`config.mk`:
```
export PLATFORM = sky130hd
export DESIGN_NAME = program_loader
export DESIGN_NICKNAME = d
export VERILOG_FILES = /design/src/rtl/loader_pkg.sv /design/src/rtl/byte_assembler.sv /design/src/rtl/program_loader.sv
export SDC_FILE = /design/constraint.sdc
export NUM_CORES = 1
export LEC_CHECK = 0
export BUFFER_PORTS_ARGS = -buffer_cell sky130_fd_sc_hd__buf_2
export CORE_MARGIN = 2
export CORE_UTILIZATION = 30
export DETAILED_ROUTE_END_ITERATION = 6
export SYNTH_ARGS = -nofsm -noshare
export SYNTH_HDL_FRONTEND = slang
export SYNTH_SLANG_ARGS = --single-unit
```
`constraint.sdc`:
```
create_clock -name clk -period 2.72 [get_ports clk]
set_clock_uncertainty 0.2 [all_clocks]
set_input_delay 0.544 -clock clk [delete_from_list [all_inputs] [get_ports clk]]
set_output_delay 0.544 -clock clk [all_outputs]
set_load 0.02 [all_outputs]
```
`src/rtl/loader_pkg.sv`:
```
// ---------------------------------------------------------------------------
// loader_pkg
// Shared types and constants for the boot-time program loader.
//   loader_state_t   : loader FSM states
//   LEN_BYTES        : bytes in the little-endian word-count header
//   BYTES_PER_WORD   : bytes assembled into one instruction word
//   INSTR_BASE_ADDR  : byte address of the first instruction written
// ---------------------------------------------------------------------------
package loader_pkg;

  typedef enum logic [2:0] {
    ST_IDLE   = 3'd0,
    ST_LEN_LO = 3'd1,
    ST_LEN_HI = 3'd2,
    ST_DATA   = 3'd3,
    ST_WRITE  = 3'd4,
    ST_DONE   = 3'd5,
    ST_ERR    = 3'd6
  } loader_state_t;

  localparam int          LEN_BYTES       = 2;
  localparam int          BYTES_PER_WORD  = 4;
  localparam logic [31:0] INSTR_BASE_ADDR = 32'h0;

  // States in which a new load request is honoured.
  function automatic logic accepts_start(loader_state_t s);
    return (s == ST_IDLE) || (s == ST_DONE) || (s == ST_ERR);
  endfunction

  // States in which a load is in progress.
  function automatic logic is_busy(loader_state_t s);
    return (s == ST_LEN_LO) || (s == ST_LEN_HI) || (s == ST_DATA) || (s == ST_WRITE);
  endfunction

endpackage

```
`src/rtl/byte_assembler.sv`:
```
// ---------------------------------------------------------------------------
// byte_assembler
// Collects bytes into a little-endian 32-bit word: every accepted byte is
// shifted in at the top lane, so after four shifts the first byte sits in
// bits 7:0.
//   clk, reset (async, active-low)
//   clear      : drop any partial word and restart the byte count
//   shift_en   : take data_in this cycle
//   data_in    : incoming byte
//   word       : assembled word
//   byte_count : bytes taken modulo 4 (3 means the next byte completes a word)
//   word_full  : a complete word is held (set by the 4th byte)
// ---------------------------------------------------------------------------
module byte_assembler
  import loader_pkg::*;
(
  input  logic        clk,
  input  logic        reset,
  input  logic        clear,
  input  logic        shift_en,
  input  logic [7:0]  data_in,
  output logic [31:0] word,
  output logic [1:0]  byte_count,
  output logic        word_full
);

  logic [7:0] lane_reg [BYTES_PER_WORD];
  logic [1:0] count_reg;
  logic       full_reg;

  // One register per byte lane; the top lane loads the new byte and each
  // lower lane takes the lane above it.
  generate
    for (genvar gi = 0; gi < BYTES_PER_WORD; gi++) begin : g_lane
      if (gi == BYTES_PER_WORD - 1) begin : g_top
        always_ff @(posedge clk or negedge reset) begin
          if (!reset)        lane_reg[gi] <= 8'h00;
          else if (clear)    lane_reg[gi] <= 8'h00;
          else if (shift_en) lane_reg[gi] <= data_in;
        end
      end else begin : g_low
        always_ff @(posedge clk or negedge reset) begin
          if (!reset)        lane_reg[gi] <= 8'h00;
          else if (clear)    lane_reg[gi] <= 8'h00;
          else if (shift_en) lane_reg[gi] <= lane_reg[gi+1];
        end
      end
      assign word[gi*8 +: 8] = lane_reg[gi];
    end
  endgenerate

  always_ff @(posedge clk or negedge reset) begin
    if (!reset) begin
      count_reg <= 2'd0;
      full_reg  <= 1'b0;
    end else if (clear) begin
      count_reg <= 2'd0;
      full_reg  <= 1'b0;
    end else if (shift_en) begin
      count_reg <= count_reg + 2'd1;
      full_reg  <= (count_reg == 2'd3);
    end
  end

  assign byte_count = count_reg;
  assign word_full  = full_reg;

endmodule

```
`src/rtl/program_loader.sv`:
```
// ---------------------------------------------------------------------------
// program_loader
// Boot-time loader: receives a byte stream (2-byte little-endian word count,
// then the words little-endian), writes the words to instruction memory from
// byte address 0 upward, and keeps the CPU in reset until a complete image
// whose length fits in memory has been written.
//   clk, reset (async, active-low)
//   start                 : begin a load (honoured in IDLE, DONE, ERR)
//   rx_data/rx_valid/rx_ready : byte stream handshake
//   imem_we/imem_addr/imem_wdata : instruction memory write port
//   cpu_reset             : active-low CPU reset, high only in DONE
//   busy                  : load in progress
//   error                 : bad length header
//   words_loaded          : words written since the last start
// ---------------------------------------------------------------------------
module program_loader
  import loader_pkg::*;
#(
  parameter int MEMORY_DEPTH = 128,
  parameter int LEN_WIDTH    = 16
) (
  input  logic                 clk,
  input  logic                 reset,
  input  logic                 start,
  input  logic [7:0]           rx_data,
  input  logic                 rx_valid,
  output logic                 rx_ready,
  output logic                 imem_we,
  output logic [31:0]          imem_addr,
  output logic [31:0]          imem_wdata,
  output logic                 cpu_reset,
  output logic                 busy,
  output logic                 error,
  output logic [LEN_WIDTH-1:0] words_loaded
);

  localparam int IDX_W    = (MEMORY_DEPTH > 1) ? $clog2(MEMORY_DEPTH) : 1;
  localparam int HDR_BITS = LEN_BYTES * 8;
  localparam logic [LEN_WIDTH-1:0] MAX_LEN = LEN_WIDTH'(MEMORY_DEPTH);

  loader_state_t        state_reg, state_next;
  logic [LEN_WIDTH-1:0] len_reg, len_next;
  logic [LEN_WIDTH-1:0] words_loaded_reg, words_loaded_next;
  logic [IDX_W-1:0]     word_index_reg, word_index_next;

  logic                 accept;
  logic                 start_ok;
  logic                 shift_en;
  logic [HDR_BITS-1:0]  hdr_value;
  logic [31:0]          asm_word;
  logic [1:0]           asm_count;
  logic                 asm_full;

  // rx_ready depends on state only, so there is no path from rx_valid.
  assign rx_ready  = (state_reg == ST_LEN_LO) || (state_reg == ST_LEN_HI) ||
                     (state_reg == ST_DATA);
  assign accept    = rx_valid && rx_ready;
  assign start_ok  = start && accepts_start(state_reg);
  assign shift_en  = accept && (state_reg == ST_DATA);
  assign hdr_value = {rx_data, len_reg[7:0]};

  byte_assembler u_asm (
    .clk        (clk),
    .reset      (reset),
    .clear      (start_ok),
    .shift_en   (shift_en),
    .data_in    (rx_data),
    .word       (asm_word),
    .byte_count (asm_count),
    .word_full  (asm_full)
  );

  always_ff @(posedge clk or negedge reset) begin
    if (!reset) begin
      state_reg        <= ST_IDLE;
      len_reg          <= '0;
      words_loaded_reg <= '0;
      word_index_reg   <= '0;
    end else begin
      state_reg        <= state_next;
      len_reg          <= len_next;
      words_loaded_reg <= words_loaded_next;
      word_index_reg   <= word_index_next;
    end
  end

  always_comb begin
    state_next        = state_reg;
    len_next          = len_reg;
    words_loaded_next = words_loaded_reg;
    word_index_next   = word_index_reg;

    case (state_reg)
      ST_IDLE, ST_DONE, ST_ERR: begin
        if (start) begin
          state_next        = ST_LEN_LO;
          words_loaded_next = '0;
          word_index_next   = '0;
        end
      end
      ST_LEN_LO: begin
        if (accept) begin
          len_next   = {len_reg[LEN_WIDTH-1:8], rx_data};
          state_next = ST_LEN_HI;
        end
      end
      ST_LEN_HI: begin
        if (accept) begin
          len_next = LEN_WIDTH'(hdr_value);
          // An empty image or one larger than memory is rejected before any
          // write, which also guarantees word_index never runs past the end.
          if ((hdr_value == '0) || (LEN_WIDTH'(hdr_value) > MAX_LEN))
            state_next = ST_ERR;
          else
            state_next = ST_DATA;
        end
      end
      ST_DATA: begin
        if (shift_en && (asm_count == 2'd3))
          state_next = ST_WRITE;
      end
      ST_WRITE: begin
        word_index_next   = word_index_reg + IDX_W'(1);
        words_loaded_next = words_loaded_reg + LEN_WIDTH'(1);
        if ((words_loaded_reg + LEN_WIDTH'(1)) == len_reg)
          state_next = ST_DONE;
        else
          state_next = ST_DATA;
      end
      default: state_next = ST_IDLE;
    endcase
  end

  assign imem_we      = (state_reg == ST_WRITE) && asm_full;
  assign imem_addr    = INSTR_BASE_ADDR |
                        {{(32-IDX_W-2){1'b0}}, word_index_reg, 2'b00};
  assign imem_wdata   = asm_word;
  // Drops in the very cycle a restart is requested from DONE.
  assign cpu_reset    = (state_reg == ST_DONE) && !start;
  assign busy         = is_busy(state_reg);
  assign error        = (state_reg == ST_ERR);
  assign words_loaded = words_loaded_reg;

endmodule

```
==> impl_metrics.ini <==
[cts]
cts_htree_levels = 3
cts_resized = 0
clkSinkCount = 77
cts_buffers = 9
cts_buffer_depth = 2
clk_latency_ps = 340
ctsHoldBuffers = 0
cts.reportedPaths.clkPinSlew_ps = 60
post_cts_buffers = 0
ctsRootBufferMaster = clkbuf_16
tritoncts = built

[synth]
synth_top_area_frac = 0.457
yosysMostFrequentCell = nand2_1
synthMuxAreaShare = 0.0499
avgSynthCellArea_um2 = 8.93
synthSimpleGateAreaFrac = 0.199
synth_edf_count = 0
ys_types = 56
synth.area.top_cells = dfrtp_1, nand2_1, a21oi_1
syn_inst = 472
yosysSeqAreaShare = 0.457
netlist_top_cells_count = nand2_1, dfrtp_1, a21oi_1
synth_top_family_by_area = simple AND/OR/NAND/NOR gates
synth-compound-area-share = 0.159
synth_adder_area_share = 0.00891
synth_warnings = 0
synth.cell_area_um2 = 4210
synth_ff_type = dfrtp_1
yosys.area.top_type = dfrtp_1
synthArstFlopShare = 1.00
synth_xor_area_frac = 0.0416
synth_seq_cells = 77

[drt]
drc = 0
wirelength_um = 10900
wl_per_cell_um = 15.3
postRouteAntennaNets = 0
vias_per_cell = 5.14
dr.first_iter.drc_count = 298
firstDrtPassIters = 5
num_vias = 3672

[worst_setup_path]
reg2reg_slack_ps = 230
crit_fanout = 10
endpoint_kind = output port
cp-start-kind = register
required_ps = 1980
cp.arrival_ps = 1760
crit_start = state_reg[0]
path_class = reg2out
reg2reg_from = words_loaded[0]
r2r_cells = 6

[sta]
timing.hold.ws_ps = -10.5
fin_crit_ps = 2510
hold_viol_final = 10
setup_viol = 0
relSlewSlack = 0.614
tightestPinTransition_ps = 575
finalCritPeriodShare = 0.922
finalMaxSlewViolations = 0
max_freq_mhz = 399
rsz0062_at_grt = false
tns_ps = 0

[flow_run]
maxCapViolations = 0

[placement]
io_buffers = 71
dp_cells = 701
gp_congestion = 0.970
hpwl_um = 7760

[floorplan]
core-area_um2 = 13800
die_w_um = 123
boundaryPins = 97
die_area_um2 = 15000
rows = 43
start_util = 0.306
die_height_um = 123

[grt]
grtUsageTotal = 0.153
grt_pass1_vias = 3419
grt_overflow_total = 0
grt_max_degree = 41
antenna_found_initial = 0
grt_pass1_wl_um = 18100

[power_and_ir_drop]
powerDensity_nw_per_um2 = 933
vdd_drop_max_mv = 0.380
power.total_w = 0.00461
leakage_nw = 2.25

[finish]
diodes = 0
fillers = 1420
multiInputGateArea_um2 = 2030
stdcell_count = 715
largest_register_ffs = 32
drive_gt1_frac = 0.230
nets = 547
area_growth_pct = 17.3
regArea_um2 = 1930

[status]
status = finished, violations left
failed_checks = hold timing

[min_path]
hold_class = in2async
worst max-delay path, stage by stage (launching register included):
cell and delay (ps):
dfrtp_1 520, clkinv_1 320, nor4_1 370, buf_2 220
through the flow:
step | area, um^2 | worst slack [ps] | util
5_1_grt | 4940 | 42.5 | 0.359
4_1_cts | 4940 | 162 | 0.359
6_report | 4940 | 213 | 0.359
2_1_floorplan | 4300 | 308 | -
3_3_place_gp | 4670 | 321 | 0.339
3_5_place_dp | 4670 | 224 | 0.339
final timing paths:
| check | endpoint |
|---|---|
| hold / removal | u_asm.word[15] |
| max in group asynchronous | words_loaded[7] |
| setup reg to reg | state_reg[1] |
| min in group clk | u_asm.word[30] |
| setup / recovery | cpu_reset |
| hold reg to reg | word_index_reg[6] |
cells in the final DEF (no fill, tap or decap), types with 4 or more instances in the layout:
| master | Yosys | routed |
|---|---|---|
| a31oi_1 | 4 | 4 |
| nor4_1 | 9 | 9 |
| o31ai_1 | 5 | 5 |
| nand4_1 | 10 | 10 |
| nand3_1 | 8 | 8 |
| a21oi_1 | 47 | 47 |
| nand2_1 | 98 | 98 |
| and3_1 | 6 | 6 |
| clkbuf_16 | 0 | 9 |
| dfrtp_1 | 77 | 77 |
| nor3_1 | 6 | 5 |
| o41ai_1 | 5 | 5 |
| conb_1 | 1 | 25 |
| xnor2_1 | 13 | 13 |
| buf_2 | 9 | 70 |
| buf_4 | 27 | 10 |
| nor2_1 | 18 | 17 |
| o21ai_0 | 34 | 34 |
| nand2b_1 | 6 | 6 |
| xor2_1 | 7 | 7 |
| mux2_2 | 16 | 16 |
cells by family after synthesis:
kind of cell             after synthesis
XOR/XNOR                              20
adder cells (fa/ha/maj)                3
AND/OR/NAND/NOR                      178
multiplexers                          19
flip-flops                            77
buffers and inverters                 61
AO/OA/AOI/OAI                        113
other                                  1
cell type report:
cell class | count | share of cell area
clock inverter | 3 | 0.00456
multi-input combinational | 358 | 0.411
tap | 180 | 0.0456
clock buffer | 11 | 0.0512
inverter | 4 | 0.00304
timing repair buffer | 82 | 0.0942
sequential | 77 | 0.390
power breakdown:
part	switching, W	total (W)	internal, W	leakage [nW]
Combinational	0.00105	0.00173	0.000679	1.09
Sequential	0.000349	0.00176	0.00141	1.03
Clock	0.000461	0.00112	0.000657	0.126
per-layer routing:
| metal | part of all wire | up-vias | global-route usage |
|---|---|---|---|
| li1 | - | 1733 | - |
| met1 | 0.46 | 1780 | 0.222 |
| met2 | 0.45 | 141 | 0.219 |
| met3 | 0.076 | 18 | 0.0428 |
| met4 | 0.017 | 0 | 0.0517 |
| met5 | 0 | - | 0 |
Note: power is estimated with default switching activity, not from simulation.
